File: src/rtl/ssb_tx_envelope_seq.sv
// ssb_tx_envelope_seq
// Transmit keying sequencer feeding the SSB modulator amplitude/stdby inputs.
// Wakes the output driver, slews amplitude up to target on key-down, slews back
// to zero on key-up and returns to standby after a hang period.
module ssb_tx_envelope_seq #(
    parameter int unsigned AMP_W       = 27,
    parameter int unsigned STEP_DIV    = 16,
    parameter int unsigned WAKE_CYCLES = 256,
    parameter int unsigned HANG_CYCLES = 4096
) (
    input  logic             clk,
    input  logic             rst,
    input  logic             key,
    input  logic [AMP_W-1:0] target_amp,
    input  logic [AMP_W-1:0] ramp_step,
    output logic [AMP_W-1:0] amplitude,
    output logic             stdby,
    output logic             tx_on,
    output logic [2:0]       state
);

    typedef enum logic [2:0] {
        S_IDLE      = 3'd0,
        S_WAKE      = 3'd1,
        S_RAMP_UP   = 3'd2,
        S_ON        = 3'd3,
        S_RAMP_DOWN = 3'd4,
        S_HANG      = 3'd5
    } state_t;

    localparam int unsigned DIV_W   = (STEP_DIV > 1) ? $clog2(STEP_DIV) : 1;
    localparam int unsigned CNT_MAX = (WAKE_CYCLES > HANG_CYCLES) ? WAKE_CYCLES : HANG_CYCLES;
    localparam int unsigned CNT_W   = (CNT_MAX > 1) ? $clog2(CNT_MAX) : 1;

    localparam logic [DIV_W-1:0] DIV_LAST  = DIV_W'(STEP_DIV - 1);
    localparam logic [CNT_W-1:0] WAKE_LAST = CNT_W'(WAKE_CYCLES - 1);
    localparam logic [CNT_W-1:0] HANG_LAST = CNT_W'(HANG_CYCLES - 1);

    state_t           r_state;
    logic [DIV_W-1:0] r_div;
    logic [CNT_W-1:0] r_cnt;
    logic [AMP_W-1:0] r_amp;
    logic             r_stdby;
    logic             r_tx_on;

    state_t           w_state_nxt;
    logic [AMP_W-1:0] w_amp_nxt;
    logic [DIV_W-1:0] w_div_nxt;
    logic [CNT_W-1:0] w_cnt_nxt;
    logic             w_change;
    logic             w_tick;
    logic [AMP_W-1:0] w_step;
    logic [AMP_W:0]   w_amp_x;
    logic [AMP_W:0]   w_tgt_x;
    logic [AMP_W:0]   w_step_x;
    logic [AMP_W:0]   w_up_sum;
    logic [AMP_W:0]   w_dn_lim;
    logic [AMP_W-1:0] w_toward;
    logic [AMP_W-1:0] w_down;

    assign w_tick   = (r_div == DIV_LAST);
    assign w_step   = (ramp_step == '0) ? AMP_W'(1) : ramp_step;
    assign w_amp_x  = {1'b0, r_amp};
    assign w_tgt_x  = {1'b0, target_amp};
    assign w_step_x = {1'b0, w_step};
    assign w_up_sum = w_amp_x + w_step_x;
    assign w_dn_lim = w_tgt_x + w_step_x;

    // Slew arithmetic: one extra bit so the sums never wrap; results saturate at target or 0.
    always_comb begin
        w_toward = target_amp;
        if (r_amp < target_amp) begin
            w_toward = (w_up_sum > w_tgt_x) ? target_amp : w_up_sum[AMP_W-1:0];
        end else if (r_amp > target_amp) begin
            w_toward = (w_amp_x > w_dn_lim) ? (r_amp - w_step) : target_amp;
        end
        w_down = (r_amp > w_step) ? (r_amp - w_step) : '0;
    end

    // Next-state and next-amplitude; key changes take priority over count/amp completion.
    always_comb begin
        w_state_nxt = r_state;
        w_amp_nxt   = r_amp;
        case (r_state)
            S_IDLE: begin
                w_amp_nxt = '0;
                if (key) w_state_nxt = S_WAKE;
            end
            S_WAKE: begin
                w_amp_nxt = '0;
                if (!key)                   w_state_nxt = S_HANG;
                else if (r_cnt == WAKE_LAST) w_state_nxt = S_RAMP_UP;
            end
            S_RAMP_UP: begin
                if (!key) begin
                    w_state_nxt = S_RAMP_DOWN;
                end else if (w_tick) begin
                    w_amp_nxt = w_toward;
                    if (w_toward == target_amp) w_state_nxt = S_ON;
                end
            end
            S_ON: begin
                if (!key)        w_state_nxt = S_RAMP_DOWN;
                else if (w_tick) w_amp_nxt   = w_toward;
            end
            S_RAMP_DOWN: begin
                if (key) begin
                    w_state_nxt = S_RAMP_UP;
                end else if (w_tick) begin
                    w_amp_nxt = w_down;
                    if (w_down == '0) w_state_nxt = S_HANG;
                end
            end
            S_HANG: begin
                w_amp_nxt = '0;
                if (key)                     w_state_nxt = S_RAMP_UP;
                else if (r_cnt == HANG_LAST) w_state_nxt = S_IDLE;
            end
            default: begin
                w_state_nxt = S_IDLE;
                w_amp_nxt   = '0;
            end
        endcase
    end

    // Divider and wake/hang counter restart on every state change.
    always_comb begin
        w_change  = (w_state_nxt != r_state);
        w_div_nxt = (w_change || w_tick) ? '0 : r_div + DIV_W'(1);
        if (w_change || !((r_state == S_WAKE) || (r_state == S_HANG))) begin
            w_cnt_nxt = '0;
        end else begin
            w_cnt_nxt = r_cnt + CNT_W'(1);
        end
    end

    // State and registered outputs, all updated on the same edge.
    always_ff @(posedge clk) begin
        if (!rst) begin
            r_state <= S_IDLE;
            r_div   <= '0;
            r_cnt   <= '0;
            r_amp   <= '0;
            r_stdby <= 1'b1;
            r_tx_on <= 1'b0;
        end else begin
            r_state <= w_state_nxt;
            r_div   <= w_div_nxt;
            r_cnt   <= w_cnt_nxt;
            r_amp   <= w_amp_nxt;
            r_stdby <= (w_state_nxt == S_IDLE);
            r_tx_on <= (w_state_nxt == S_RAMP_UP) || (w_state_nxt == S_ON);
        end
    end

    assign amplitude = r_amp;
    assign stdby     = r_stdby;
    assign tx_on     = r_tx_on;
    assign state     = r_state;

endmodule

File: config.mk
export PLATFORM = sky130hd
export DESIGN_NAME = ssb_tx_envelope_seq
export DESIGN_NICKNAME = d
export VERILOG_FILES = /design/src/rtl/ssb_tx_envelope_seq.sv
export SDC_FILE = /design/constraint.sdc
export NUM_CORES = 1
export LEC_CHECK = 0
export CAP_MARGIN = 20
export CORE_MARGIN = 4
export CORE_UTILIZATION = 25
export CTS_BUF_LIST = sky130_fd_sc_hd__clkbuf_16
export CTS_CLUSTER_SIZE = 24
export DETAILED_ROUTE_END_ITERATION = 12
export PLACE_DENSITY_LB_ADDON = 0.05
export SYNTH_ARGS = -nofsm -noshare
export SYNTH_HDL_FRONTEND = slang
export SYNTH_SLANG_ARGS = --single-unit
File: constraint.sdc
create_clock -name clk -period 7.4 [get_ports clk]
set_input_delay 1.11 -clock clk [delete_from_list [all_inputs] [get_ports clk]]
set_output_delay 1.11 -clock clk [all_outputs]
set_load 0.01 [all_outputs]
==> flow_metrics.tcl <==
set metrics [dict create \
    crit_slowest_cell "o41a_1" \
    grt_util_met3_pct 2.726 \
    die_h_um 214.9 \
    final_common_cell "buf_4" \
    num_vias 12890 \
    report.final.setup_viol 0 \
    fmax_mhz 139.9 \
    initial_core_util_pct 25.40 \
    finalHoldViolations 0 \
    powerDensity_nw_per_um2 127.8 \
    cp_max_fo 8 \
    ios 89 \
    clk_latency_ns 0.30 \
    drv_cap 0 \
    synth_seq_cells 48 \
    synthArstFlopShare_pct 0 \
    regArea_um2 960.9 \
    min_path_type "reg -> reg" \
    grt_use_met1_pct 30.75 \
    post-place-ws_ns -1.662 \
    core_area_um2 42130 \
    synth_top_area_cell "ha_1" \
    grt_overflow 0 \
    netlist_area_um2 10700 \
    numPortBuffers 88 \
    htree_levels 2 \
    final_cell_mix "254 x buf_4, 161 x ha_1, 132 x nor2_1" \
    worstHoldStart "r_cnt[0]" \
    cp-start-kind "input pin" \
    end_kind "register" \
    drtIter0Drc 1087 \
    synth-main-ff-cell "dfxtp_1" \
    ys_top_cells_by_area "ha_1 19%, dfxtp_1 9.0%, a21oi_1 5.7%" \
    routed_via_density 5.569 \
    die_area_um2 46180 \
    slew-limit-headroom_pct 29.85 \
    synth_top_area_share_pct 19.29 \
    grt_max_degree 46 \
    final_util_pct 34.65 \
    multi_input_area_um2 9469 \
    track_usage_pct 23.66 \
    status "finished, final reports clean" \
    finalCritPeriodShare_pct 96.58 \
    antenna_left 0 \
    grt_pass1_vias 12590 \
    wire_per_inst_um 24.69 \
    critical_path_arrival_ns 7.39 \
    rr_startpoint "amplitude[5]" \
    syn_avg_cell_area_um2 7.105 \
    gp_congestion 0.9544 \
    cts_hold_buffers 0 \
    yosysWarnings 0 \
    synthToLayoutAreaGrowth_pct 36.45 \
    first_pass_iters 7 \
    antenna_found_initial 5 \
    synth_nets 1731 \
    tritoncts "done" \
    busiest_layer "met2" \
    synth.yosys.seq_area_share_pct 8.980 \
    crit_type "in -> reg" \
    met2_usage_pct 40.00 \
    critPathLaunch "ramp_step[16]" \
    period_minus_slack_ns 7.147 \
    grt_pass1_wl_um 83040 \
    setup_ws_ns 0.2532 \
    worstMarginPinSlew_ns 1.045 \
    path_clk_slew_ns 0.07 \
    crit_top_cell "buf_4" \
    drive_gt1_share_pct 21.20 \
    fp-row-count 75 \
    ys_types 92 \
    drc 0 \
    numCtsBuffers 5 \
    numClockSinks 48 \
    cts.path.max_buffers 2 \
    ir_drop_v 0.0001042 \
    fp.dieW_um 214.9 \
    tns_ns 0 \
    maxSlewViolCount 0 \
    p_leak_uw 0.006356 \
    dp_hpwl_um 49050 \
    skew_ns 0.01017 \
    synth_edf_count 0 \
    nets 1998 \
    slowest_delay_ns 0.41 \
    fill_cells 4552 \
    cts-root-buf "clkbuf_16" \
    synth_cells 1506 \
    cp_data_required_time_ns 7.64 \
    wirelength_um 57140 \
]
==> state kept, by name, indices dropped and copies added, names as in the netlist <==
signal and cells:
amplitude 27, state 3, stdby 1, r_div 4
r_cnt 12, tx_on 1
==> synth_stat cells, types with 8 or more instances <==
cell	instances
a21o_1	32
a211oi_1	35
or4_1	13
and3_1	15
nand2b_1	14
a221oi_1	13
o21a_1	15
clkbuf_1	63
nand3b_1	9
a22oi_1	13
dfxtp_1	48
nor2_1	135
nand4_1	35
a21oi_1	122
o21ai_0	76
o221ai_1	21
nand3_1	54
o22ai_1	12
xor2_1	25
a2111oi_0	14
inv_1	107
o2111ai_1	8
ha_1	165
a31oi_1	11
buf_2	12
o31ai_1	11
nor2b_1	10
and2_1	8
or3_1	13
nand2_1	95
nor3b_1	8
a211o_1	8
o21bai_1	13
xnor2_1	62
nor3_1	41
nor4_1	31
o211ai_1	16
==> worst paths after layout <==
path | slack [ns] | end | depth (start not counted)
min | 0.47 | r_cnt[0] | 1
max | 0.25 | state[0] | 34
max reg2reg | 1.21 | stdby | 25
min reg2reg | 0.47 | r_cnt[0] | 1
==> report_power, final <==
part           switching [uW]  internal [uW]  leakage (uW)  total, uW
clock                     102            228      0.000104        330
combinational             709            529       0.00586       1240
sequential               27.7            270      0.000389        298
==> per-stage QoR <==
| step | std cells | hold WS, ns | instance area (um^2) | total power [uW] |
|---|---|---|---|---|
| finish | 2314 | 0.4682 | 14600 | 1866 |
| global route | 2313 | 0.5077 | 14600 | 1984 |
| CTS | 2308 | 0.4750 | 14290 | 1832 |
| detailed placement | 2295 | 0.4569 | 13780 | 1462 |
| global placement | 2295 | 0.4458 | 13780 | 1465 |
| floorplan | 1506 | 0.4299 | 10700 | 921.7 |
==> per-layer routing <==
| metal | wire length, um | vias up |
|---|---|---|
| met5 | 16 | - |
| met3 | 2734 | 88 |
| met1 | 25060 | 6136 |
| met4 | 2832 | 2 |
| met2 | 26490 | 444 |
| li1 | - | 6217 |
==> critical path, delay by kind of cell <==
| kind | cells | cell delay (ns) |
|---|---|---|
| AO/OA/AOI/OAI | 15 | 3.43 |
| buffers and inverters | 7 | 1.03 |
| AND/OR/NAND/NOR | 8 | 0.93 |
| adder cells (fa/ha/maj) | 3 | 0.68 |
| XOR/XNOR | 1 | 0.15 |
==> what timing repair did <==
item,CTS,global route
buffers inserted,9,5
resized for setup,166,77
setup endpoints to repair,33,33
pin swaps,30,43
==> logic make-up after synthesis <==
| group | synth area share, % |
|---|---|
| AND/OR/NAND/NOR | 23.76 |
| AO/OA/AOI/OAI | 32.58 |
| buffers and inverters | 7.016 |
| adder cells (fa/ha/maj) | 19.86 |
| XOR/XNOR | 7.332 |
| flip-flops | 8.980 |
| multiplexers | 0.4794 |
==> layout make-up <==
type                    count  share of cell area, %
well taps                 539                  4.619
repair buffers            342                  19.60
diodes                      1                0.01714
inverters                 111                  2.854
flip-flops and latches     48                  6.582
multi-input cells        1265                  64.86
clock buffers               5                 0.8570
clock inverters             3                 0.6170
Note: power is estimated with default switching activity, not from simulation.
==> edit 1 (same flow settings) <==
The parameter `WAKE_CYCLES` goes from 256 to 128.
--- a/src/rtl/ssb_tx_envelope_seq.sv
+++ b/src/rtl/ssb_tx_envelope_seq.sv
@@ -5,7 +5,7 @@
 module ssb_tx_envelope_seq #(
     parameter int unsigned AMP_W       = 27,
     parameter int unsigned STEP_DIV    = 16,
-    parameter int unsigned WAKE_CYCLES = 256,
+    parameter int unsigned WAKE_CYCLES = 128,
     parameter int unsigned HANG_CYCLES = 4096
 ) (
     input  logic             clk,
Function: same outputs for any inputs over 10 cycles, from zero or initial values and one cycle with rst low; that may be too few to reach the edited logic, so the function may still have changed.
==> edit 1 against the original RTL <==
Hold slack better by 0.0041 ns; synthesized cell count down 8.2%; combinational power down 6%; critical path depth up 1; sequential cell count unchanged; area after synthesis down 7.3%; highest routed layer is now met4; total power down 7.9%; the flow now finishes with violations (setup timing); final area down 5.3%; setup slack worse by 0.44 ns; routed wire length down 9.6%.
==> edit 1: results (changes against the original RTL) <==
[global_routing]
use_met3 = 0.0292  ; +0.00194
grt_max_degree = 44  ; -4.3%
grt_pass1_wl_um = 75900  ; -8.6%
use_met2 = 0.377  ; -0.0228
antenna_found_initial = 0  ; -5
met1_usage = 0.326  ; +0.0182
grt_usage = 0.230  ; -0.00618
first_global_vias = 11800  ; -6.5%

[pwr]
peakVddDrop_mv = 0.0758  ; -27%
leakage_nw = 6.34  ; -0.25%

[worst_setup_path]
slowest_stage = o31ai_4
r2r_slack_ns = 0.92  ; -0.29 ns
reg2reg_depth = 26  ; +4.0%
r2r_start = amplitude[6]
cpPeakStageDelay_ns = 0.38  ; -0.03 ns
path_max_fanout = 7  ; -1

[place]
dp_hpwl_um = 44300  ; -9.7%
preCtsSetupSlack_ns = -2.06  ; -0.393 ns
post_dp_cell_area_um2 = 13300  ; -3.4%
globalplace.congestion = 0.959  ; +0.52%

[synth]
synth_common_cells = ha_1 (165), a21oi_1 (125), inv_1 (110), nor2_1 (110), o21ai_0 (90)
syn-num-nets = 1608  ; -7.1%
ys_seq_area_frac = 0.0969  ; +0.00707
synth.distinct_cells = 87  ; -5.4%
synth.area.top_cells = ha_1 (21%), dfxtp_1 (9.7%), a21oi_1 (6.3%), xnor2_1 (5.9%), o21ai_0 (4.5%)

[clocking]
clkLatencyLatePin_ns = 0.33  ; +0.03 ns
post_cts_buffers = 6  ; -3
post_cts_resized = 125  ; -25%
clockRootBuffer = clkbuf_16

[sta]
finClkSkew_ns = 0.0162  ; +0.00604 ns
setup_slack_ns = -0.192  ; -0.445 ns
setup_viol = 6  ; +6
whs_ns = 0.472  ; +0.00412 ns
tns_ns = -1.04  ; -1.04 ns

[drt]
drt_first_pass_iters = 6  ; -1
vias_per_cell = 5.39  ; -3.2%
drt-total-wl_um = 51700  ; -9.6%
drt_iter0_drc = 982  ; -9.7%

[run_status]
violations = setup timing
status = finished with violations

[final_layout]
nets = 1918  ; -4.0%
drive_gt1_frac = 0.230  ; +0.0177
fillers = 4300  ; -5.5%

[edit 1: cell count changes after synthesis, sizes merged, moves of 10 or more]
cell and change:
nand3 -10, a211oi -13, nor3 -14, o21ai +22, nand2 -15, nor2 -24
[edit 1: per-stage QoR]
| stage | power, mW | instances |
|---|---|---|
| 2_1_floorplan | 0.871 | 1383 |
| 3_3_place_gp | 1.43 | 2198 |
| 3_5_place_dp | 1.42 | 2199 |
| 4_1_cts | 1.70 | 2213 |
| 5_1_grt | 1.83 | 2212 |
| 6_report | 1.72 | 2212 |
[edit 1: final cells by class]
class                   count  area [um^2]  area share
repair buffers            380         3050       0.220
clock buffers               5          125     0.00905
clock inverters             3         15.0     0.00109
well taps                 518          648      0.0469
flip-flops and latches     48          961      0.0695
inverters                 112          420      0.0304
multi-input cells        1146         8610       0.623
[edit 1: kinds of logic after synthesis]
| kind of cell | count (synthesis) | synth area share |
|---|---|---|
| XOR/XNOR | 85 | 0.0751 |
| flip-flops | 48 | 0.0969 |
| buffers and inverters | 189 | 0.0729 |
| adder cells (fa/ha/maj) | 168 | 0.214 |
| AND/OR/NAND/NOR | 415 | 0.212 |
| multiplexers | 6 | 0.00605 |
| AO/OA/AOI/OAI | 472 | 0.323 |
[edit 1: routing by layer]
metal	vias to the layer above	routed length, um	share of wire
li1	5775	-	-
met1	5750	24400	0.47
met2	344	23200	0.45
met3	51	2860	0.055
met4	0	1180	0.023
met5	-	0	0
[edit 1: power breakdown]
| group | switching (mW) | leakage (nW) | internal (mW) |
|---|---|---|---|
| Sequential | 0.0287 | 0.389 | 0.271 |
| Clock | 0.126 | 0.0687 | 0.124 |
| Combinational | 0.655 | 5.88 | 0.514 |
| Total | 0.809 | 6.34 | 0.909 |
==> edit 2 (config.mk and constraints unchanged) <==
Without the edit above. Add an input register stage for `key`, `target_amp` and `ramp_step`; this delays them by one clock.
--- a/src/rtl/ssb_tx_envelope_seq.sv
+++ b/src/rtl/ssb_tx_envelope_seq.sv
@@ -36,6 +36,16 @@
     localparam logic [CNT_W-1:0] WAKE_LAST = CNT_W'(WAKE_CYCLES - 1);
     localparam logic [CNT_W-1:0] HANG_LAST = CNT_W'(HANG_CYCLES - 1);
 
+    logic key_q;
+    logic [AMP_W-1:0] target_amp_q;
+    logic [AMP_W-1:0] ramp_step_q;
+
+    always_ff @(posedge clk) begin
+        key_q        <= key;
+        target_amp_q <= target_amp;
+        ramp_step_q  <= ramp_step;
+    end
+
     state_t           r_state;
     logic [DIV_W-1:0] r_div;
     logic [CNT_W-1:0] r_cnt;
@@ -59,20 +69,20 @@
     logic [AMP_W-1:0] w_down;
 
     assign w_tick   = (r_div == DIV_LAST);
-    assign w_step   = (ramp_step == '0) ? AMP_W'(1) : ramp_step;
+    assign w_step   = (ramp_step_q == '0) ? AMP_W'(1) : ramp_step_q;
     assign w_amp_x  = {1'b0, r_amp};
-    assign w_tgt_x  = {1'b0, target_amp};
+    assign w_tgt_x  = {1'b0, target_amp_q};
     assign w_step_x = {1'b0, w_step};
     assign w_up_sum = w_amp_x + w_step_x;
     assign w_dn_lim = w_tgt_x + w_step_x;
 
     // Slew arithmetic: one extra bit so the sums never wrap; results saturate at target or 0.
     always_comb begin
-        w_toward = target_amp;
-        if (r_amp < target_amp) begin
-            w_toward = (w_up_sum > w_tgt_x) ? target_amp : w_up_sum[AMP_W-1:0];
-        end else if (r_amp > target_amp) begin
-            w_toward = (w_amp_x > w_dn_lim) ? (r_amp - w_step) : target_amp;
+        w_toward = target_amp_q;
+        if (r_amp < target_amp_q) begin
+            w_toward = (w_up_sum > w_tgt_x) ? target_amp_q : w_up_sum[AMP_W-1:0];
+        end else if (r_amp > target_amp_q) begin
+            w_toward = (w_amp_x > w_dn_lim) ? (r_amp - w_step) : target_amp_q;
         end
         w_down = (r_amp > w_step) ? (r_amp - w_step) : '0;
     end
@@ -84,27 +94,27 @@
         case (r_state)
             S_IDLE: begin
                 w_amp_nxt = '0;
-                if (key) w_state_nxt = S_WAKE;
+                if (key_q) w_state_nxt = S_WAKE;
             end
             S_WAKE: begin
                 w_amp_nxt = '0;
-                if (!key)                   w_state_nxt = S_HANG;
+                if (!key_q)                   w_state_nxt = S_HANG;
                 else if (r_cnt == WAKE_LAST) w_state_nxt = S_RAMP_UP;
             end
             S_RAMP_UP: begin
-                if (!key) begin
+                if (!key_q) begin
                     w_state_nxt = S_RAMP_DOWN;
                 end else if (w_tick) begin
                     w_amp_nxt = w_toward;
-                    if (w_toward == target_amp) w_state_nxt = S_ON;
+                    if (w_toward == target_amp_q) w_state_nxt = S_ON;
                 end
             end
             S_ON: begin
-                if (!key)        w_state_nxt = S_RAMP_DOWN;
+                if (!key_q)        w_state_nxt = S_RAMP_DOWN;
                 else if (w_tick) w_amp_nxt   = w_toward;
             end
             S_RAMP_DOWN: begin
-                if (key) begin
+                if (key_q) begin
                     w_state_nxt = S_RAMP_UP;
                 end else if (w_tick) begin
                     w_amp_nxt = w_down;
@@ -113,7 +123,7 @@
             end
             S_HANG: begin
                 w_amp_nxt = '0;
-                if (key)                     w_state_nxt = S_RAMP_UP;
+                if (key_q)                     w_state_nxt = S_RAMP_UP;
                 else if (r_cnt == HANG_LAST) w_state_nxt = S_IDLE;
             end
             default: begin
Check against the original RTL: not equivalent (a bounded check fails within 4 cycles, from zero or initial values and one cycle with rst low).
==> edit 2 against the original RTL <==
Die area increased by 4.3%; via count decreased by 15%; sequential cell count increased by 55; total power increased by 12%; area after synthesis increased by 4.5%; routed wire length decreased by 11%; clock skew increased by 0.0038 ns; global-route usage decreased by 2.6 points; sequential share of layout area increased by 9.1 points; critical path depth decreased by 6; final area decreased by 9.7%; setup slack improved by 0.097 ns; non-clock buffer count decreased by 211.
==> edit 2: results (changes against the original RTL) <==
[run_status]
status = completed

[global_routing]
grt_pass1_wl_um = 74100  ; -11%
grt_usage = 0.210  ; -0.0265
grt_max_degree = 55  ; +20%
antenna_found_initial = 0  ; -5

[clocking]
clkLatencyLatePin_ns = 0.41  ; +0.11 ns
clk_pin_slew_worst_paths_ns = 0.08
post_cts_buffers = 0  ; -9
hold_buffers = 0  ; unchanged
h-tree-depth = 3  ; +1
clockRootBuffer = clkbuf_16
post_cts_resized = 3  ; -98%
cts-buffers-inserted = 9  ; +4
clockBufferDepth = 2  ; unchanged

[worst_setup_path]
crit_arrival_ns = 7.34  ; -0.05 ns
cpPeakStageDelay_ns = 0.44  ; +0.03 ns
slowest_stage = nor4_1
path_max_fanout = 22  ; +14

[drt]
vias = 11000  ; -15%
drt_iter0_drc = 787  ; -28%
wire_per_inst_um = 24.3  ; -1.5%
drt_first_pass_iters = 5  ; -2
drt-total-wl_um = 50900  ; -11%

[synth]
syn-num-nets = 1649  ; -4.7%
synth.area.top_cells = ha_1 (18%), dfxtp_1 (18%), xnor2_1 (7.1%), a21oi_1 (5.2%), inv_1 (3.9%)
ys_warn_count = 0  ; unchanged
synth.distinct_cells = 102  ; +11%
async_flop_share = 0  ; unchanged
synth_cells = 1424  ; -5.4%
synthFlopType = dfxtp_1
synth-edff-count = 0  ; unchanged
synth_common_cells = ha_1 (165), a21oi_1 (117), inv_1 (115)
ys_seq_area_frac = 0.184  ; +0.0947

[pwr]
peakVddDrop_mv = 0.100  ; -4.1%
leakage_nw = 5.54  ; -13%

[final_layout]
drive_gt1_frac = 0.0794  ; -0.133
nets = 1719  ; -14%

[sta]
tightest_slew_ns = 1.12  ; +0.0791 ns
finClkSkew_ns = 0.0140  ; +0.00381 ns

[hold_path]
hp-class = reg2reg

[place]
port_buffers = 88  ; unchanged
preCtsSetupSlack_ns = -0.160  ; +1.50 ns
placedCellCount = 2074  ; -9.6%
dp_hpwl_um = 41300  ; -16%
globalplace.congestion = 0.868  ; -9.1%

## edit 2: final cells by class
| type | instances | area [um^2] |
|---|---|---|
| repair buffers | 131 | 1220 |
| fillers | 4723 | 31000 |
| clock buffers | 9 | 225 |
| well taps | 592 | 741 |
| multi-input cells | 1131 | 8420 |
| clock inverters | 7 | 77.6 |
| flip-flops and latches | 103 | 2060 |
| diodes | 1 | 2.50 |
| inverters | 118 | 443 |
## edit 2: power by group
| group | total (mW) | leakage (nW) | switching, mW | internal (mW) |
|---|---|---|---|---|
| Combinational | 0.899 | 4.53 | 0.552 | 0.347 |
| Sequential | 0.641 | 0.853 | 0.0600 | 0.581 |
| Clock | 0.544 | 0.152 | 0.277 | 0.267 |
## edit 2: path summary, 6_finish.rpt
kind | from | end | slack (ns) | cells after the start
max | ramp_step_q[23] | amplitude[19] | 0.35 | 28
min | r_cnt[0] | r_cnt[0] | 0.47 | 1
min reg2reg | r_cnt[0] | r_cnt[0] | 0.47 | 1
max reg2reg | ramp_step_q[23] | amplitude[19] | 0.35 | 28
## edit 2: layer usage
layer  vias up  GRT usage  share of wire
met5         -          0              0
met4         0     0.0731          0.033
met3        42     0.0356          0.048
met2       287      0.326           0.44
met1      5325      0.293           0.48
li1       5352          -              -
## edit 2: worst max-delay path: cells and delay by family, from the launching register on
kind	cells	cell delay, ns
xor+xnor	1	0.43
buf+inv	5	0.78
flops	1	0.37
compound gates	11	2.73
simple gates	8	1.71
fa+ha+maj	3	0.86
## edit 2: logic make-up (layout without fill, tap and decap cells)
| group | count (synthesis) | count (layout) | share of synthesized area |
|---|---|---|---|
| AOI/OAI and AO/OA | 450 | 450 | 0.282 |
| and+or+nand+nor | 394 | 394 | 0.178 |
| buffers and inverters | 190 | 265 | 0.0700 |
| adders and majority gates | 168 | 168 | 0.190 |
| xor gates and xnor gates | 116 | 116 | 0.0922 |
| DFF | 103 | 103 | 0.184 |
| muxes | 3 | 3 | 0.00280 |
| other | 0 | 1 | 0 |
## edit 2: through the flow
step           utilization  hold slack, ns  instance area (um^2)
2_1_floorplan            -           0.430                 11200
3_5_place_dp         0.289           0.454                 12800
5_1_grt              0.298           0.494                 13200
6_report             0.298           0.468                 13200
4_1_cts              0.297           0.475                 13100
3_3_place_gp         0.289           0.451                 12800
